===== src/rtl/ex_1ri20_unit_pkg.sv =====
// Shared decode/execute definitions for the 1RI20 execute unit: ALU op codes,
// exception cause codes and slot positions, and the writeback packet layout.
package ex_1ri20_unit_pkg;

  localparam logic [7:0] ALU_NOP       = 8'h00;
  localparam logic [7:0] ALU_LU12I     = 8'h1A;
  localparam logic [7:0] ALU_PCADDU12I = 8'h1B;

  localparam int         EXC_CAUSE_W   = 7;
  localparam logic [6:0] EXCEPTION_INE = 7'h0D;

  // Bit position of each pipeline stage in the exception flag vector; cause
  // slot i occupies bits [EXC_CAUSE_W*i +: EXC_CAUSE_W].
  localparam int EXC_SLOT_IF = 0;
  localparam int EXC_SLOT_ID = 1;
  localparam int EXC_SLOT_EX = 2;

  typedef struct packed {
    logic [31:0] pc;
    logic [31:0] inst;
    logic [31:0] result;
    logic        reg_write_en;
    logic [4:0]  reg_write_addr;
    logic [2:0]  is_exception;
    logic [20:0] exception_cause;
  } wb_pkt_t;

  function automatic logic [31:0] calc_result(input logic [7:0]  aluop,
                                              input logic [31:0] pc,
                                              input logic [31:0] imm);
    unique case (aluop)
      ALU_LU12I:     return imm;
      ALU_PCADDU12I: return pc + imm;
      default:       return '0;
    endcase
  endfunction

endpackage


===== src/rtl/ex_wb_fifo.sv =====
// Generic DEPTH x W synchronous FIFO with async active-low reset and a
// synchronous flush that drops the contents and any same-cycle push/pop.
module ex_wb_fifo #(
  parameter int DEPTH = 2,
  parameter int W     = 8
) (
  input  logic         clk,
  input  logic         rst_n,
  input  logic         flush,
  input  logic         push,
  input  logic [W-1:0] wdata,
  input  logic         pop,
  output logic [W-1:0] rdata,
  output logic         full,
  output logic         empty
);

  localparam int               PTR_W    = $clog2(DEPTH);
  localparam logic [PTR_W:0]   FULL_CNT = (PTR_W + 1)'(DEPTH);

  logic [W-1:0]     r_mem [DEPTH];
  logic [PTR_W-1:0] r_wr_ptr;
  logic [PTR_W-1:0] r_rd_ptr;
  logic [PTR_W:0]   r_count;
  logic             w_push;
  logic             w_pop;

  assign full   = (r_count == FULL_CNT);
  assign empty  = (r_count == '0);
  assign w_push = push & ~full;
  assign w_pop  = pop & ~empty;
  assign rdata  = r_mem[r_rd_ptr];

  // NOTE: sequential state uses non-blocking assignments so every register
  // samples the pre-edge values of the others, independent of statement order.
  always_ff @(posedge clk or negedge rst_n) begin
    if (!rst_n) begin
      r_wr_ptr <= '0;
      r_rd_ptr <= '0;
      r_count  <= '0;
      // NOTE: the storage is reset as well because the head entry drives the
      // payload outputs directly and must read as zero out of reset.
      for (int i = 0; i < DEPTH; i++) r_mem[i] <= '0;
    end else if (flush) begin
      r_wr_ptr <= '0;
      r_rd_ptr <= '0;
      r_count  <= '0;
    end else begin
      if (w_push) begin
        r_mem[r_wr_ptr] <= wdata;
        r_wr_ptr        <= r_wr_ptr + 1'b1;
      end
      if (w_pop) r_rd_ptr <= r_rd_ptr + 1'b1;
      unique case ({w_push, w_pop})
        2'b10:   r_count <= r_count + 1'b1;
        2'b01:   r_count <= r_count - 1'b1;
        default: r_count <= r_count;
      endcase
    end
  end

endmodule


===== src/rtl/ex_1ri20_unit.sv =====
// Execute stage for LU12I.W / PCADDU12I: computes the result, folds in the
// illegal-instruction exception and queues the packet toward writeback.
module ex_1ri20_unit
  import ex_1ri20_unit_pkg::*;
#(
  parameter int DEPTH = 2,
  parameter int CNT_W = 32
) (
  input  logic             clk,
  input  logic             rst_n,
  input  logic             flush,
  input  logic             id_valid,
  output logic             id_ready,
  input  logic [31:0]      id_pc,
  input  logic [31:0]      id_inst,
  input  logic             id_inst_valid,
  input  logic [7:0]       id_aluop,
  input  logic [31:0]      id_imm,
  input  logic             id_reg_write_en,
  input  logic [4:0]       id_reg_write_addr,
  input  logic [2:0]       id_is_exception,
  input  logic [20:0]      id_exception_cause,
  output logic             wb_valid,
  input  logic             wb_ready,
  output logic [31:0]      wb_pc,
  output logic [31:0]      wb_inst,
  output logic [31:0]      wb_result,
  output logic             wb_reg_write_en,
  output logic [4:0]       wb_reg_write_addr,
  output logic [2:0]       wb_is_exception,
  output logic [20:0]      wb_exception_cause,
  output logic [CNT_W-1:0] retired_cnt
);

  logic             w_full;
  logic             w_empty;
  logic             w_push;
  logic             w_pop;
  logic [2:0]       w_flags;
  logic [20:0]      w_cause;
  wb_pkt_t          w_in_pkt;
  wb_pkt_t          w_head_pkt;
  logic [CNT_W-1:0] r_retired_cnt;

  // NOTE: every always_comb output gets a default first so no path through
  // the block leaves it unassigned, which would otherwise infer a latch.
  always_comb begin
    w_flags = id_is_exception;
    w_cause = id_exception_cause;
    if (!id_inst_valid && (id_is_exception == '0)) begin
      w_flags[EXC_SLOT_ID]                               = 1'b1;
      w_cause[EXC_SLOT_ID*EXC_CAUSE_W +: EXC_CAUSE_W] = EXCEPTION_INE;
    end
  end

  assign w_in_pkt = '{
    pc:              id_pc,
    inst:            id_inst,
    result:          calc_result(id_aluop, id_pc, id_imm),
    reg_write_en:    id_reg_write_en & (w_flags == '0) & (id_reg_write_addr != '0),
    reg_write_addr:  id_reg_write_addr,
    is_exception:    w_flags,
    exception_cause: w_cause
  };

  assign id_ready = ~w_full;
  assign wb_valid = ~w_empty;
  assign w_push   = id_valid & id_ready;
  assign w_pop    = wb_valid & wb_ready;

  ex_wb_fifo #(
    .DEPTH (DEPTH),
    .W     ($bits(wb_pkt_t))
  ) u_fifo (
    .clk   (clk),
    .rst_n (rst_n),
    .flush (flush),
    .push  (w_push),
    .wdata (w_in_pkt),
    .pop   (w_pop),
    .rdata (w_head_pkt),
    .full  (w_full),
    .empty (w_empty)
  );

  // A pop coinciding with flush is discarded by the FIFO, so it is not retired.
  always_ff @(posedge clk or negedge rst_n) begin
    if (!rst_n)                r_retired_cnt <= '0;
    else if (w_pop && !flush)  r_retired_cnt <= r_retired_cnt + 1'b1;
  end

  assign retired_cnt        = r_retired_cnt;
  assign wb_pc              = w_head_pkt.pc;
  assign wb_inst            = w_head_pkt.inst;
  assign wb_result          = w_head_pkt.result;
  assign wb_reg_write_en    = w_head_pkt.reg_write_en;
  assign wb_reg_write_addr  = w_head_pkt.reg_write_addr;
  assign wb_is_exception    = w_head_pkt.is_exception;
  assign wb_exception_cause = w_head_pkt.exception_cause;

endmodule


===== config.mk =====
export PLATFORM = sky130hd
export DESIGN_NAME = ex_1ri20_unit
export DESIGN_NICKNAME = d
export VERILOG_FILES = /design/src/rtl/ex_1ri20_unit_pkg.sv /design/src/rtl/ex_wb_fifo.sv /design/src/rtl/ex_1ri20_unit.sv
export SDC_FILE = /design/constraint.sdc
export NUM_CORES = 1
export LEC_CHECK = 0
export BUFFER_PORTS_ARGS = -buffer_cell sky130_fd_sc_hd__buf_4
export CAP_MARGIN = 40
export CELL_PAD_IN_SITES_DETAIL_PLACEMENT = 2
export CELL_PAD_IN_SITES_GLOBAL_PLACEMENT = 2
export CORE_AREA = 2 2 214 216
export DETAILED_ROUTE_END_ITERATION = 12
export DIE_AREA = 0 0 216 218
export HOLD_SLACK_MARGIN = 0.03
export PLACE_DENSITY = 0.88
export SLEW_MARGIN = 20
export SYNTH_ARGS = -nofsm -noshare
export SYNTH_HDL_FRONTEND = slang
export SYNTH_SLANG_ARGS = --single-unit
export TNS_END_PERCENT = 5

===== constraint.sdc =====
create_clock -name clk -period 2.5 [get_ports clk]
set_input_delay 0.5 -clock clk [delete_from_list [all_inputs] [get_ports clk]]
set_output_delay 0.5 -clock clk [all_outputs]
set_load 0.05 [all_outputs]

# == Word level (Yosys, flattened, before mapping) ==
# Index checks and enable logic that the tools add are counted.
# word_totals
reg_bits,288
in_bits,140
output_inout_bits,160
elab_cells,59
# classes
n_addsub,6
magnitude_cmp,3
n_eq_ne,5
mux,15
bitwise_logic,11
n_reduce_logical,13
# op_table
operator,n
126-bit 2-to-1 mux,4
252-bit bitwise mux,1
126-bit demux with 1-bit select,1
32-bit one-hot mux with 2 select lines,1
32-bit by 1-bit adder with 32-bit output (second input constant),1
32-bit adder,1
8-bit by 5-bit == test with 1-bit output (second input constant),2
7-bit 2-to-1 mux,1
1-bit AND,6
3-bit logical NOT,2
1-bit 2-to-1 mux,5
5-bit nonzero test,1
2-bit == test (second input constant),2
2-bit >= comparator (second input constant),2
1-bit NOT with 2-bit output,2
2-bit one-hot mux with 2 select lines,1
2-bit nonzero test,2
1-bit logical AND,3
1-bit NOT,3
3-bit nonzero test,1
1-bit adder (second input constant),2
2-bit by 1-bit adder with 2-bit output (second input constant),1
2-bit by 1-bit == test with 1-bit output (second input constant),1
1-bit logical NOT,2
other kinds (5),5

# == Longest topological paths before layout ==
# depth
depth_word,7
ltp_mapped,11

# == Hierarchy ==
# From an unflattened synthesis, not the netlist that was laid out.
# hier_totals
cells_unflattened,1145
area_unflattened_um2,14744.1
# by_module_without_submodules
module,n_inst,cells_each,area_each_um2,seq_area_each_um2
ex_wb_fifo,1,695,11167.0,6406.1
ex_1ri20_unit,1,450,3577.2,800.8

# == Worst setup path after synthesis ==
# No wires, ideal clock.
# synth_timing
path_type,input to register
from,in id_pc[0]
to,reg u_fifo.r_mem[180] (netlist name)
setup_ns,0.128
arrival_time_ns,2.786
required_ns,2.372
path_slack_ns,-0.415
stages,11
path_buffers,0
cell_sequence,ha_1 inv_1 fa_1 nand2b_1 a21o_1 a211oi_1 o211ai_1 o31a_1 o31a_1 nor3_1 o21ai_1
# synth_between
elab_chain_len,3
# synth_lines
item,line,text
"start, declared",ex_1ri20_unit.sv:14,"input logic [31:0] id_pc,"
32-bit adder,ex_1ri20_unit_pkg.sv:33,ALU_PCADDU12I: return pc + imm;
32-bit one-hot mux with 2 select lines,ex_1ri20_unit_pkg.sv:31,unique case (aluop)
252-bit bitwise mux,ex_wb_fifo.sv:50,r_mem[r_wr_ptr] <= wdata;
"end signal, assigned by index",ex_wb_fifo.sv:50,
"end, declared",ex_wb_fifo.sv:21,logic [W-1:0] r_mem [DEPTH];
# Every way passes these cells.
# A chain may end at the register's enable or synchronous reset.

# == Worst setup path in the final report ==
# layout_timing
from,in id_imm[0]
to,reg u_fifo.r_mem[50] (netlist name)
# layout_between
elab_chain_len,3
# layout_lines
item,line,text
"start, declared",ex_1ri20_unit.sv:18,"input logic [31:0] id_imm,"
32-bit adder,ex_1ri20_unit_pkg.sv:33,
32-bit one-hot mux with 2 select lines,ex_1ri20_unit_pkg.sv:31,
252-bit bitwise mux,ex_wb_fifo.sv:50,
# Every way passes these cells.

==> flow_summary_export.csv <==
group,metric,value,unit
status,outcome,"finished with violations",
status,violations,"setup timing",
flow_run,maxCapViolCount,0,
setup_path,cpPeakStageDelay,0.38,ns
routing,drc,0,
synthesis,async_flop_share,1.00,
clock_network,clkSinkCount,288,
timing,period_needed,2.56,ns
die,core-area,0.0449,mm²
routing,ant_nets,0,
synthesis,ys_seq_elements,288,
setup_path,cp-start-kind,"primary input",
setup_path,crit_buf_inv,4,
setup_path,crit_fanout,5,
routing,drt-wirelength-per-cell,23.1,µm
setup_path,arrival,3.01,ns
pwr,p_total,0.0168,W
clock_network,clockBufferDepth,3,
setup_path,r2r-end,"u_fifo.r_mem[44]",
layout,drive_gt1_frac,0.342,
placed_design,dp_hpwl,43.4,mm
synthesis,synth-main-ff-cell,"dfrtp_1",
synthesis,netlist-cell-type-count,64,
timing,hold_violations,0,
routing,drt_iter0_drc,674,
clock_network,clock-root-buffer,"clkbuf_16",
timing,fmax,391,MHz
layout,layout_common_cells,"nand2_1, buf_4, dfrtp_1, mux2_2, o21ai_0",
grt,grt_max_degree,66,
timing,slew_viol_final,0,
placed_design,dp_cells,2605,
pwr,vdd_drop_max,428,µV
timing,worst_pin_slew,0.780,ns
layout,area_delta_synth_final,38.9,%
die,dieArea,0.0471,mm²
clock_network,cts-buffers-inserted,37,
synthesis,syn_inst,1618,
synthesis,syn_avg_cell_area,9.04,µm²
grt,grt_overflow,0,
routing,first_pass_iters,5,
setup_path,worstRegToRegCells,6,
setup_path,cp-end-kind,"register",
clock_network,clock_latency,0.55,ns
pwr,power_density,825,mW/mm²
pwr,leakagePower,10.4,nW
die,start_util,0.326,
synthesis,seq_area_frac_synth,0.493,
timing,rsz0062_at_grt,"yes",
worst_hold_path,hp-class,"primary input to register",
layout,final_common_cell,"nand2_1",
placed_design,portBuffers,299,
synthesis,synth_area,0.0146,mm²
clock_network,cts_tree,"done",
worst_hold_path,hold_path_end,"u_fifo.r_mem[18]",
grt,gr-usage-all-layers,0.263,
die,pin_count,300,
die,chipHeight,218,µm
synthesis,yosysWarningCount,0,
timing,fin_skew,0.0220,ns
clock_network,clk_pin_slew,0.06,ns
routing,finalWirelength,61.9,mm
routing,vias_per_cell,5.20,
timing,worst_slack,-0.0585,ns
setup_path,cp_top_family,"compound AO/OA/AOI/OAI gates",
timing,setup_viol_count_final,7,
layout,stdcell_count,2676,
setup_path,critPathSlowestCell,"fa_2",
timing,slew_headroom,0.475,
placed_design,place.gp.congestion,0.888,
die,rows,78,
worst_hold_path,min_from,"id_exception_cause[18]",
timing,finalCritPeriodShare,1.02,
setup_path,worstPathRequired,2.95,ns
die,die_w,216,µm
setup_path,ff2ff_setup_slack,0.17,ns
synthesis,synth-edff-count,0,
routing,vias,13900,
worst_hold_path,holdPathStages,3,
grt,grt_pass1_wl,96.9,mm
setup_path,path_cells,"buf_8 > ha_4 > inv_4 > fa_2 > nand2b_4 > a21o_1 > a211oi_4 > o211ai_1 > buf_4 > o31a_1 > buf_6 > xnor2_2 > nand2_1 > a31oi_1",
layout,antenna_cells,0,
layout,nets,2223,
clock_network,htree_levels,2,
grt,first_global_vias,16400,
setup_path,reg2reg_from,"u_fifo.r_count[0]",
placed_design,post-place-ws,-0.720,ns
grt,antenna_found_initial,0,
setup_path,setup.worst_path.class,"primary input to register",
synthesis,syn_nets,1791,
[worst min-delay path, cell delays in order]
cell	delay, ns
buf_4	0.08
nand2_1	0.04
nand2_1	0.04
[what timing repair did]
item                                    in CTS  in global routing
gates resized for setup                     10                 26
pin swaps                                    4                 13
hold buffers                                 1                  0
buffers inserted                             1                  4
cloned                                       0                  0
endpoints found under the hold margin       52                  0
endpoints found under the setup margin      23                 52
[Yosys cell counts, types with 5 or more instances]
cell type / count / share of area
a211oi_1: 6 / 0.0031
a21o_1: 15 / 0.0077
a21oi_1: 44 / 0.015
a31oi_1: 8 / 0.0034
and3_1: 11 / 0.0047
clkbuf_1: 78 / 0.020
dfrtp_1: 288 / 0.49
ha_1: 32 / 0.027
inv_1: 11 / 0.0028
mux2_2: 137 / 0.11
mux2i_1: 15 / 0.010
nand2_1: 657 / 0.17
nand2b_1: 5 / 0.0021
nand3_1: 29 / 0.0099
nand4_1: 15 / 0.0064
nor2_1: 39 / 0.010
nor3_1: 15 / 0.0051
nor4_1: 5 / 0.0021
o211ai_1: 5 / 0.0026
o21a_1: 9 / 0.0046
o21ai_0: 52 / 0.018
o21ai_1: 7 / 0.0024
o22a_1: 6 / 0.0036
o31ai_1: 8 / 0.0041
or3_1: 8 / 0.0034
xnor2_1: 30 / 0.018
xor2_1: 16 / 0.0096
[flip-flops by register name (all words and copies together), names as in the netlist]
name             cells
u_fifo.r_mem       252
retired_cnt         32
u_fifo.r_count       2
u_fifo.r_rd_ptr      1
u_fifo.r_wr_ptr      1
[through the flow]
| step | instance area [µm²] | hold slack, ns | setup TNS [ns] | util |
|---|---|---|---|---|
| after floorplan | 14700 | 0.204 | -2.74 | - |
| after global placement | 18900 | 0.451 | -16.32 | 0.421 |
| after detailed placement | 18900 | 0.463 | -20.80 | 0.421 |
| after CTS | 20200 | 0.126 | -0.130 | 0.450 |
| after global routing | 20300 | 0.148 | -1.22 | 0.453 |
| final | 20300 | 0.148 | -0.119 | 0.453 |
[how the worst max path moves through the flow]
stage / startpoint / to / slack, ns / cells after the start
6_report: id_imm[0] / u_fifo.r_mem[50] / -0.06 / 14
5_1_grt: id_imm[0] / u_fifo.r_mem[50] / -0.12 / 14
4_1_cts: id_pc[9] / u_fifo.r_mem[61] / -0.05 / 11
3_5_place_dp: id_pc[10] / u_fifo.r_mem[61] / -0.72 / 11
3_3_place_gp: id_pc[0] / u_fifo.r_mem[174] / -0.56 / 12
2_1_floorplan: id_pc[15] / u_fifo.r_mem[186] / -0.29 / 10
[layer usage]
metal / up-vias / global-route usage / wire length, µm
li1: 6270 / - / -
met1: 7209 / 0.307 / 25300
met2: 328 / 0.485 / 32300
met3: 112 / 0.0430 / 2550
met4: 0 / 0.0929 / 1830
met5: - / 0 / 0
[power breakdown]
| part | leakage, nW | internal (W) | switching [W] | total [W] |
|---|---|---|---|---|
| combinational | 6.06 | 0.00189 | 0.00341 | 0.00530 |
| clock | 0.607 | 0.00327 | 0.00214 | 0.00541 |
| sequential | 3.72 | 0.00551 | 0.000557 | 0.00607 |
| total | 10.4 | 0.0107 | 0.00610 | 0.0168 |
[logic make-up after synthesis]
group | Yosys count | synth area share
AOI/OAI and AO/OA | 193 | 0.0844
xor gates and xnor gates | 46 | 0.0275
and+or+nand+nor | 809 | 0.225
muxes | 152 | 0.116
adders and majority gates | 33 | 0.0287
buffers and inverters | 97 | 0.0257
DFF | 288 | 0.493
[layout make-up]
cell class,instances,area [µm²]
Clock buffer,58,1160
Clock inverter,7,63.8
Fill cell,4838,24600
Inverter,12,47.5
Multi-Input combinational cell,1233,7240
Sequential cell,288,7210
Tap cell,600,751
Timing Repair Buffer,478,3850
(Power assumes the default switching activity.)
